===== src/rtl/nb_pkg.sv =====
// Shared definitions for the training datapath: opcodes, sequencer states and code widths.
package nb_pkg;

  localparam int CODE_W = 32;

  localparam int OP_NOP       = 0;
  localparam int OP_SET_LAYER = 1;
  localparam int OP_SET_COST  = 2;

  typedef enum logic [1:0] {
    IDLE = 2'd0,
    RUN  = 2'd1,
    FIN  = 2'd2
  } seq_state_t;

endpackage


===== src/rtl/code_mem.sv =====
// Opcode program store: one synchronous write port, one combinational read port.
module code_mem #(
  parameter  int OP_SIZE    = 4,
  parameter  int CODE_DEPTH = 16,
  localparam int AW         = $clog2(CODE_DEPTH)
) (
  input  logic               clk,
  input  logic               we,
  input  logic [AW-1:0]      waddr,
  input  logic [OP_SIZE-1:0] wdata,
  input  logic [AW-1:0]      raddr,
  output logic [OP_SIZE-1:0] rdata
);

  logic [OP_SIZE-1:0] mem [CODE_DEPTH];

  always_ff @(posedge clk) begin
    if (we) mem[waddr] <= wdata;
  end

  assign rdata = mem[raddr];

endmodule


===== src/rtl/code_sequencer.sv =====
// Steps an opcode program on the controller's feedback strobes, counts epochs,
// and pulses done for one cycle when the last epoch ends.
module code_sequencer
  import nb_pkg::*;
#(
  parameter  int OP_SIZE    = 4,
  parameter  int CODE_DEPTH = 16,
  localparam int AW         = $clog2(CODE_DEPTH)
) (
  input  logic               clk,
  input  logic               rst,
  input  logic               prog_we,
  input  logic [AW-1:0]      prog_addr,
  input  logic [OP_SIZE-1:0] prog_data,
  input  logic [AW:0]        prog_len,
  input  logic [31:0]        epochs,
  input  logic               start,
  input  logic               stop,
  input  logic               cnt_reset,
  input  logic               code_active,
  input  logic               code_reset,
  output logic [OP_SIZE-1:0] op,
  output logic [31:0]        code_count,
  output logic [31:0]        code_index,
  output logic               enable,
  output logic               busy,
  output logic               done,
  output logic [31:0]        epoch_left
);

  seq_state_t          state, state_n;
  logic [AW-1:0]       idx_r, idx_n;
  logic [CODE_W-1:0]   cnt_r, cnt_n;
  logic [31:0]         ep_r, ep_n;
  logic [AW:0]         len_r, len_n;
  logic [OP_SIZE-1:0]  mem_op;
  logic                last_line;
  logic                end_epoch;

  code_mem #(
    .OP_SIZE    (OP_SIZE),
    .CODE_DEPTH (CODE_DEPTH)
  ) u_code_mem (
    .clk   (clk),
    .we    (prog_we && (state == IDLE)),
    .waddr (prog_addr),
    .wdata (prog_data),
    .raddr (idx_r),
    .rdata (mem_op)
  );

  // A count reset with advance on the last line is an epoch end, same as code_reset.
  assign last_line = ({1'b0, idx_r} == (len_r - 1'b1));
  assign end_epoch = code_reset || (cnt_reset && code_active && last_line);

  always_ff @(posedge clk or posedge rst) begin
    if (rst) state <= IDLE;
    else     state <= state_n;
  end

  always_comb begin
    state_n = state;
    idx_n   = idx_r;
    cnt_n   = cnt_r;
    ep_n    = ep_r;
    len_n   = len_r;
    case (state)
      IDLE: begin
        if (start) begin
          if ((epochs == '0) || (prog_len == '0)) begin
            state_n = FIN;
            ep_n    = '0;
          end else begin
            state_n = RUN;
            idx_n   = '0;
            cnt_n   = '0;
            ep_n    = epochs;
            len_n   = prog_len;
          end
        end
      end
      RUN: begin
        if (stop) begin
          state_n = IDLE;
          idx_n   = '0;
          cnt_n   = '0;
        end else if (end_epoch) begin
          idx_n = '0;
          cnt_n = '0;
          ep_n  = ep_r - 32'd1;
          if (ep_r == 32'd1) state_n = FIN;
        end else if (cnt_reset) begin
          cnt_n = '0;
          if (code_active) idx_n = idx_r + 1'b1;
        end else if (cnt_r != '1) begin
          // A lone code_active is a spurious strobe: the line keeps accruing cycles.
          cnt_n = cnt_r + 32'd1;
        end
      end
      FIN: begin
        state_n = IDLE;
        idx_n   = '0;
        cnt_n   = '0;
      end
      default: begin
        state_n = IDLE;
      end
    endcase
  end

  always_ff @(posedge clk or posedge rst) begin
    if (rst) begin
      idx_r <= '0;
      cnt_r <= '0;
      ep_r  <= '0;
      len_r <= '0;
    end else begin
      idx_r <= idx_n;
      cnt_r <= cnt_n;
      ep_r  <= ep_n;
      len_r <= len_n;
    end
  end

  assign op         = (state == RUN) ? mem_op : '0;
  assign code_count = cnt_r;
  assign code_index = {{(CODE_W-AW){1'b0}}, idx_r};
  assign enable     = (state == RUN);
  assign busy       = (state == RUN);
  assign done       = (state == FIN);
  assign epoch_left = ep_r;

endmodule

===== config.mk =====
export PLATFORM = sky130hd
export DESIGN_NAME = code_sequencer
export DESIGN_NICKNAME = d
export VERILOG_FILES = /design/src/rtl/nb_pkg.sv /design/src/rtl/code_mem.sv /design/src/rtl/code_sequencer.sv
export SDC_FILE = /design/constraint.sdc
export NUM_CORES = 1
export LEC_CHECK = 0
export ABC_AREA = 1
export ABC_CLOCK_PERIOD_IN_PS = 2490
export CAP_MARGIN = 5
export CORE_ASPECT_RATIO = 0.7
export CORE_UTILIZATION = 35
export CTS_CLUSTER_SIZE = 20
export DETAILED_ROUTE_END_ITERATION = 10
export GPL_TIMING_DRIVEN = 0
export PLACE_DENSITY = 0.65
export SYNTH_ARGS = -nofsm -noshare
export SYNTH_HDL_FRONTEND = slang
export SYNTH_SLANG_ARGS = --single-unit

===== constraint.sdc =====
create_clock -name clk -period 2.49 [get_ports clk]
set_input_delay 0.498 -clock clk [delete_from_list [all_inputs] [get_ports clk]]
set_output_delay 0.498 -clock clk [all_outputs]
set_load 0.02 [all_outputs]

==> metrics.md, run 1 <==
| Metric | Value |
|---|---|
| Clock power share | `between 20% and 30%` |
| Yosys reg bits | `139` |
| Net Sw Frac | `43.4%` |
| Nets | `~1500` |
| Critical Path RT | `1990 ps` |
| Layout Skew | `19.1 ps` |
| Final Cycle Share | `107%` |
| Port Buf Inserts | `127` |
| Max cap viols | `0` |
| P_sw | `4610 uW` |
| Rows | `47` |
| Final min period | `between 2000 and 3000 ps` |
| Synthesis-to-finish area growth | `31.6%` |
| Final setup vio count | `4` |
| Core Util, Final | `47.6%` |
| Combinational share of power | `between 40 and 50%` |
| Share of layout cells above drive strength 1 | `10.6%` |
| Hpwl dp | `22.4 mm` |
| Sequential area share after synthesis | `43.8%` |
| Tightest Hold Check Type | `primary input to async pin` |
| Tot GR Track Use | `23.5%` |
| Cts bufs inserted | `17` |
| Commonest non-fill, non-tap cell in the layout | `nand2_1` |
| Crit. End Element | `output pin` |
| Final worst slack | `-172 ps` |
| Final hold viol count | `0` |
| CTS Root Buffer Type | `clkbuf_16` |
| DR WL/cell | `17.1 um` |
| CTS Sinks | `139` |
| P_leak | `a little under 0.005 uW` |
| Synth warn | `0` |
| Syn avg cell area | `7.17 um^2` |
| DRC Markers | `0` |
| Crit path kind | `flop to output pin` |
| Unrepaired setup endpoints after global routing | `yes` |
| Worst R2R Setup Slack | `130 ps` |
| Antenna violations before repair | `0` |
| Synth cell types | `40` |
| Slew margin rel. | `54.0%` |
| Post-synth EDFFs | `64` |
| Status | `finished with violations` |
| Synthesized area | `between 8000 and 9000 um^2` |
| Total power | `10600 uW` |
| Vias per std cell | `5.14` |
| Worst vdd ir | `roughly 0.00057 V` |
| CTS tree | `done` |
| Die Ht | `134 um` |
| CORE AREA | `~24000 um^2` |
| Clock Latency Late Sink | `440 ps` |
| Internal power | `roughly 6000 uW` |
| Iter 0 DRT Violations | `1037` |
| Largest net degree at the start of global routing | `59` |
| Worst EP arrival | `2160 ps` |
| Worst flop-to-flop path endpoint | `code_count[10]` |
| Die Wd | `190 um` |
| Die area | `roughly 25000 um^2` |
| Vias in the first global route | `8058` |
| Remaining Overflow, GRT | `0` |
| # fillers | `around 2400` |
| Max FO, Critical Path | `8` |
| Post-DRT Antenna Nets | `0` |
| Max H-tree Level | `4` |
| Reg-to-Reg Start | `code_count[0]` |
| Design area | `11400 um^2` |
| Least-Margin Pin Slew | `690 ps` |
| I/O pin count | `156` |
| Maximum clock frequency | `0.376 GHz` |
| Initial Util | `a little over a third` |
| Area after DPL | `10500 um^2` |
| Setup TNS | `-583 ps` |
| Final RePlAce weighted congestion | `0.997` |
| Post-synthesis instance total | `~1200` |
| CTS clk-pin slew, worst paths | `70 ps` |
| PwrDens | `931 nW/um^2` |
| Sequential share of power | `30.0%` |
| Hold_buf cts | `0` |
| Maximum clock path buffer count | `2` |
| Routed wire length | `29.8 mm` |
| Top_reg_cell synth | `dfrtp_1` |
| Via count | `8914` |
| Pins Over Slew Limit | `0` |
| Worst R2R Path Depth | `10` |
| Pre-antenna DRT Iters | `5` |
| Failing checks | `setup timing` |
| Most frequent cells in the layout | `375 x nand2_1, 222 x nor2_1, 122 x clkdlybuf4s50_1` |
| First-pass GRT wire length | `around 45 mm` |
| Async SR Flop Fraction | `54.0%` |
| Startpoint Class | `flop` |
| Antenna diode count | `0` |
[metal layers]
layer	up-vias	global-route usage, %	share of wire [%]
met4	0	6.27	1.1
met1	4171	36.3	49
met3	24	6.06	10
li1	4274	-	-
met2	445	31.8	40
met5	-	0	0
[worst max path at each step]
stage / start / to / depth (start not counted)
global placement: rst / code_count[9] / 2
CTS: idx_r[0] / op[1] / 8
detailed placement: idx_r[1] / op[2] / 8
global route: idx_r[0] / op[2] / 8
floorplan: rst / code_count[0] / 1
finish: idx_r[0] / op[2] / 8
[critical path: stages (launching register included)]
cell	delay, ps
dfrtp_1	370
buf_6	140
clkinvlp_4	160
buf_8	190
o21ai_2	110
o22ai_1	80
o211ai_1	360
a21oi_1	140
buf_4	200
[metrics by stage]
stage                     cells  worst slack (ps)  hold slack (ps)
after floorplan            1237              82.0              453
after detailed placement   1683              -785              489
after global placement     1682             -1480              475
after CTS                  1728              -103              372
after global routing       1735              -324              385
final                      1735              -172              372
[area by class of cell]
class	instances	area [um^2]	area share, %
plain buffers	73	558	4.89
clock buffers	17	425	3.73
clock inverters	15	195	1.71
inverters	87	347	3.04
multi-input cells	937	4240	37.1
flip-flops and latches	139	3800	33.3
well taps	318	398	3.49
repair buffers	149	1450	12.7
[Yosys cell counts (10+ instances only)]
library cell	count	area share (%)
nand3_1	116	6.7
inv_1	83	3.6
o21ai_0	72	4.2
edfxtp_1	64	22
nor3_1	17	0.98
nand4_1	10	0.72
buf_4	30	2.6
xor2_1	12	1.2
o221ai_1	11	1.1
clkbuf_1	26	1.1
nor2_1	225	9.7
dfrtp_1	75	22
a21oi_1	10	0.58
nand2_1	376	16
xnor2_1	11	1.1
[power groups by stage]
| stage | logic, uW | registers (uW) | clock network, uW |
|---|---|---|---|
| CTS | 4580 | 3170 | 2730 |
| global route | 5140 | 3230 | 2830 |
| floorplan | 2480 | 3380 | 0 |
| finish | 4730 | 3190 | 2710 |
| detailed placement | 4380 | 3220 | 0 |
| global placement | 4350 | 3220 | 0 |
[registers in the layout, indices dropped and copies added (netlist names)]
register,flops
idx_r,4
len_r,5
code_count,32
epoch_left,32
u_code_mem.mem,64
state,2
[kinds of logic after synthesis]
group	count (synthesis)	share of synthesized area (%)
AND/OR/NAND/NOR	760	35.9
XOR/XNOR	23	2.32
other	1	0.0432
buffers and inverters	161	9.15
flip-flops	139	43.8
AO/OA/AOI/OAI	121	8.04
adder cells (fa/ha/maj)	5	0.721
[repair_timing]
action / in CTS / in global routing
buffers inserted: 14 / 7
resized for setup: 66 / 15
pin swaps: 8 / 9
endpoints found under the setup margin: 34 / 71
(Power assumes the default switching activity.)
==> run 2: changes to the inputs <==
--- a/config.mk
+++ b/config.mk
@@ -10,10 +10,11 @@
 export CAP_MARGIN = 5
 export CORE_ASPECT_RATIO = 0.7
 export CORE_UTILIZATION = 35
+export CTS_BUF_LIST = sky130_fd_sc_hd__clkbuf_16
 export CTS_CLUSTER_SIZE = 20
 export DETAILED_ROUTE_END_ITERATION = 10
 export GPL_TIMING_DRIVEN = 0
-export PLACE_DENSITY = 0.65
+export SKIP_LAST_GASP = 1
 export SYNTH_ARGS = -nofsm -noshare
 export SYNTH_HDL_FRONTEND = slang
 export SYNTH_SLANG_ARGS = --single-unit
==> run 2 against run 1 <==
- sequential share of layout area is 0.17 points higher
- fmax up 1.3%
- the flow still finishes with violations (setup timing)
- worst hold slack worse by 20 ps
- clock skew down 5.9 ps
- clock power fell by 6%
- utilization decreased by 0.21 points
==> metrics.md, run 2 (synthesized netlist as in run 1, its figures left out) <==
| Metric | Value |
|---|---|
| Startpoint Class | `flop` |
| Die area | `25400 um^2 (unchanged)` |
| CORE AREA | `24000 um^2 (unchanged)` |
| Crit path largest cell delay | `380 ps (about the same)` |
| Commonest non-fill, non-tap cell in the layout | `nand2_1` |
| Pre-antenna DRT Iters | `6 (+1)` |
| Slowest CP cell | `dfrtp_1` |
| Tot GR Track Use | `24.0% (+0.47 points)` |
| Clock Latency Late Sink | `430 ps (about the same)` |
| Delay-heaviest family, CP | `buffers and inverters` |
| Failing checks | `setup timing` |
| Crit. End Element | `output pin` |
| Die Wd | `190 um (unchanged)` |
| Final Cycle Share | `106% (-1.4 points)` |
| Critical Path RT | `1990 ps (about the same)` |
| Nets | `1458 (-0.27%)` |
| Final hold viol count | `0 (unchanged)` |
| CTS Root Buffer Type | `clkbuf_16` |
| I/O pin count | `156 (unchanged)` |
| Max FFs per register | `64 (unchanged)` |
| Design area | `11400 um^2 (-0.45%)` |
| Worst R2R Path Depth | `15 (+5)` |
| Core Util, Final | `47.4% (-0.21 points)` |
| Share of layout cells above drive strength 1 | `10.3% (-0.32 points)` |
| Via count | `8791 (-1.4%)` |
| Layout Skew | `13.1 ps (-5.94 ps)` |
| CP bufs+invs | `4 (unchanged)` |
| Tightest Hold Check Type | `primary input to async pin` |
| Final RePlAce weighted congestion | `0.997 (about the same)` |
| Iter 0 DRT Violations | `997 (-3.9%)` |
| Worst EP arrival | `2130 ps (-30 ps)` |
| Setup TNS | `-393 ps (+190 ps)` |
| Final min period | `2630 ps (-33.9 ps)` |
| Largest register by flop count | `u_code_mem.mem` |
| Routed wire length | `30.1 mm (+1.2%)` |
| Maximum clock frequency | `0.381 GHz (+1.3%)` |
| Largest net degree at the start of global routing | `60 (+1.7%)` |
| Max H-tree Level | `4 (unchanged)` |
| Most frequent cells in the layout | `375 x nand2_1, 225 x nor2_1, 120 x clkdlybuf4s50_1` |
| P_leak | `0.00483 uW (-0.29%)` |
| Post-DRT Antenna Nets | `0 (unchanged)` |
| Area after DPL | `10500 um^2 (unchanged)` |
| Status | `finished with violations` |
| Remaining Overflow, GRT | `0 (unchanged)` |
| Max cap viols | `0 (unchanged)` |
| Hpwl dp | `22.5 mm (+0.47%)` |
| Maximum clock path buffer count | `2 (unchanged)` |
| Crit path kind | `flop to output pin` |
| Worst flop-to-flop path endpoint | `epoch_left[17]` |
| Least-Margin Pin Slew | `738 ps (+48.0 ps)` |
| Rows | `47 (unchanged)` |
| DR WL/cell | `17.4 um (+1.4%)` |
| Final worst slack | `-138 ps (+33.9 ps)` |
| PwrDens | `923 nW/um^2 (-0.85%)` |
| Worst vdd ir | `0.000568 V (about the same)` |
| Synthesis-to-finish area growth | `31.0%` |
| Slew margin rel. | `50.8% (-3.2 points)` |
| CTS tree | `done` |
| Cts bufs inserted | `17 (unchanged)` |
| Antenna violations before repair | `1 (+1)` |
| Die Ht | `134 um (unchanged)` |
| DRC Markers | `0 (unchanged)` |
| Initial Util | `36.1% (unchanged)` |
| Vias per std cell | `5.08 (-1.2%)` |
| Final setup vio count | `4 (unchanged)` |
| First-pass GRT wire length | `46.1 mm (+1.4%)` |
| Worst R2R Setup Slack | `130 ps (about the same)` |
| Unrepaired setup endpoints after global routing | `yes` |
| Pins Over Slew Limit | `0 (unchanged)` |
| CTS clk-pin slew, worst paths | `70 ps (about the same)` |
| Port Buf Inserts | `127 (unchanged)` |
| Vias in the first global route | `7981 (-0.96%)` |
| Max FO, Critical Path | `10 (+2)` |
| Cells along the critical path | `buf_6 > clkinvlp_4 > clkbuf_8 > nor2_1 > o22ai_2 > o211ai_1 > a21oi_1 > buf_4` |
| CTS Sinks | `139 (unchanged)` |
| Reg-to-Reg Start | `len_r[0]` |
[run 2: changes by cell type in the layout (fill, tap and decap cells not counted), sizes merged, moves of 2 or more]
| cell | delta |
|---|---|
| buf | -7 |
| clkbuf | +3 |
| clkdlybuf4s50 | -2 |
| clkinv | +2 |
| dlymetal6s2s | +2 |
[run 2: how the worst max path moves through the flow]
stage / startpoint / end / slack, ps / cells past startpoint
4_1_cts: idx_r[1] / op[1] / -80 / 8
5_1_grt: idx_r[0] / op[3] / -180 / 8
6_report: idx_r[0] / op[3] / -140 / 8
3_5_place_dp: idx_r[1] / op[1] / -790 / 8
2_1_floorplan: rst / code_count[0] / 80 / 1
3_3_place_gp: rst / epoch_left[31] / -1460 / 2
[run 2: cell type report]
| cell class | instances | area, um^2 |
|---|---|---|
| diodes | 1 | 2.50 |
| plain buffers | 73 | 557 |
| clock buffers | 17 | 425 |
| clock inverters | 15 | 155 |
| fillers | 2415 | 12600 |
| inverters | 87 | 349 |
| multi-input cells | 937 | 4240 |
| flip-flops and latches | 139 | 3800 |
| well taps | 318 | 398 |
| repair buffers | 145 | 1430 |
[run 2: power breakdown]
group / total, uW / switching, uW / internal (uW) / leakage [uW]
clock: 2560 / 1150 / 1410 / 0.000287
combinational: 4730 / 3010 / 1720 / 0.00298
sequential: 3200 / 465 / 2740 / 0.00156
[run 2: per-layer routing]
layer	global-route usage, %	routed length (um)
met5	0	0
met3	5.11	2990
met1	36.7	14600
met4	6.09	318
met2	33.8	12200
[run 2: repair_timing]
action / 4_1_cts / 5_1_grt
hold buffers: 0 / 0
resized for setup: 67 / 14
endpoints found under the setup margin: 73 / 68
setup buffers: 7 / 9
pin swaps: 12 / 9
cloned: 1 / 0
[run 2: metrics by stage]
stage               hold WS, ps  std cells  setup WS, ps  total power [uW]
floorplan                   453       1237          82.0              5860
global placement            473       1682         -1460              7620
detailed placement          478       1683          -791              7650
CTS                         361       1722         -80.1             10400
global route                371       1731          -184             11100
finish                      352       1732          -138             10500
==> run 3: changes to the inputs <==
--- a/config.mk
+++ b/config.mk
@@ -13,8 +13,10 @@
 export CTS_BUF_LIST = sky130_fd_sc_hd__clkbuf_16
 export CTS_CLUSTER_SIZE = 20
 export DETAILED_ROUTE_END_ITERATION = 10
+export GPL_ROUTABILITY_DRIVEN = 1
 export GPL_TIMING_DRIVEN = 0
 export SKIP_LAST_GASP = 1
+export SLEW_MARGIN = 5
 export SYNTH_ARGS = -nofsm -noshare
 export SYNTH_HDL_FRONTEND = slang
 export SYNTH_SLANG_ARGS = --single-unit
==> results of run 3 <==
The final DEF is identical to that of run 2; final timing and power are the same.
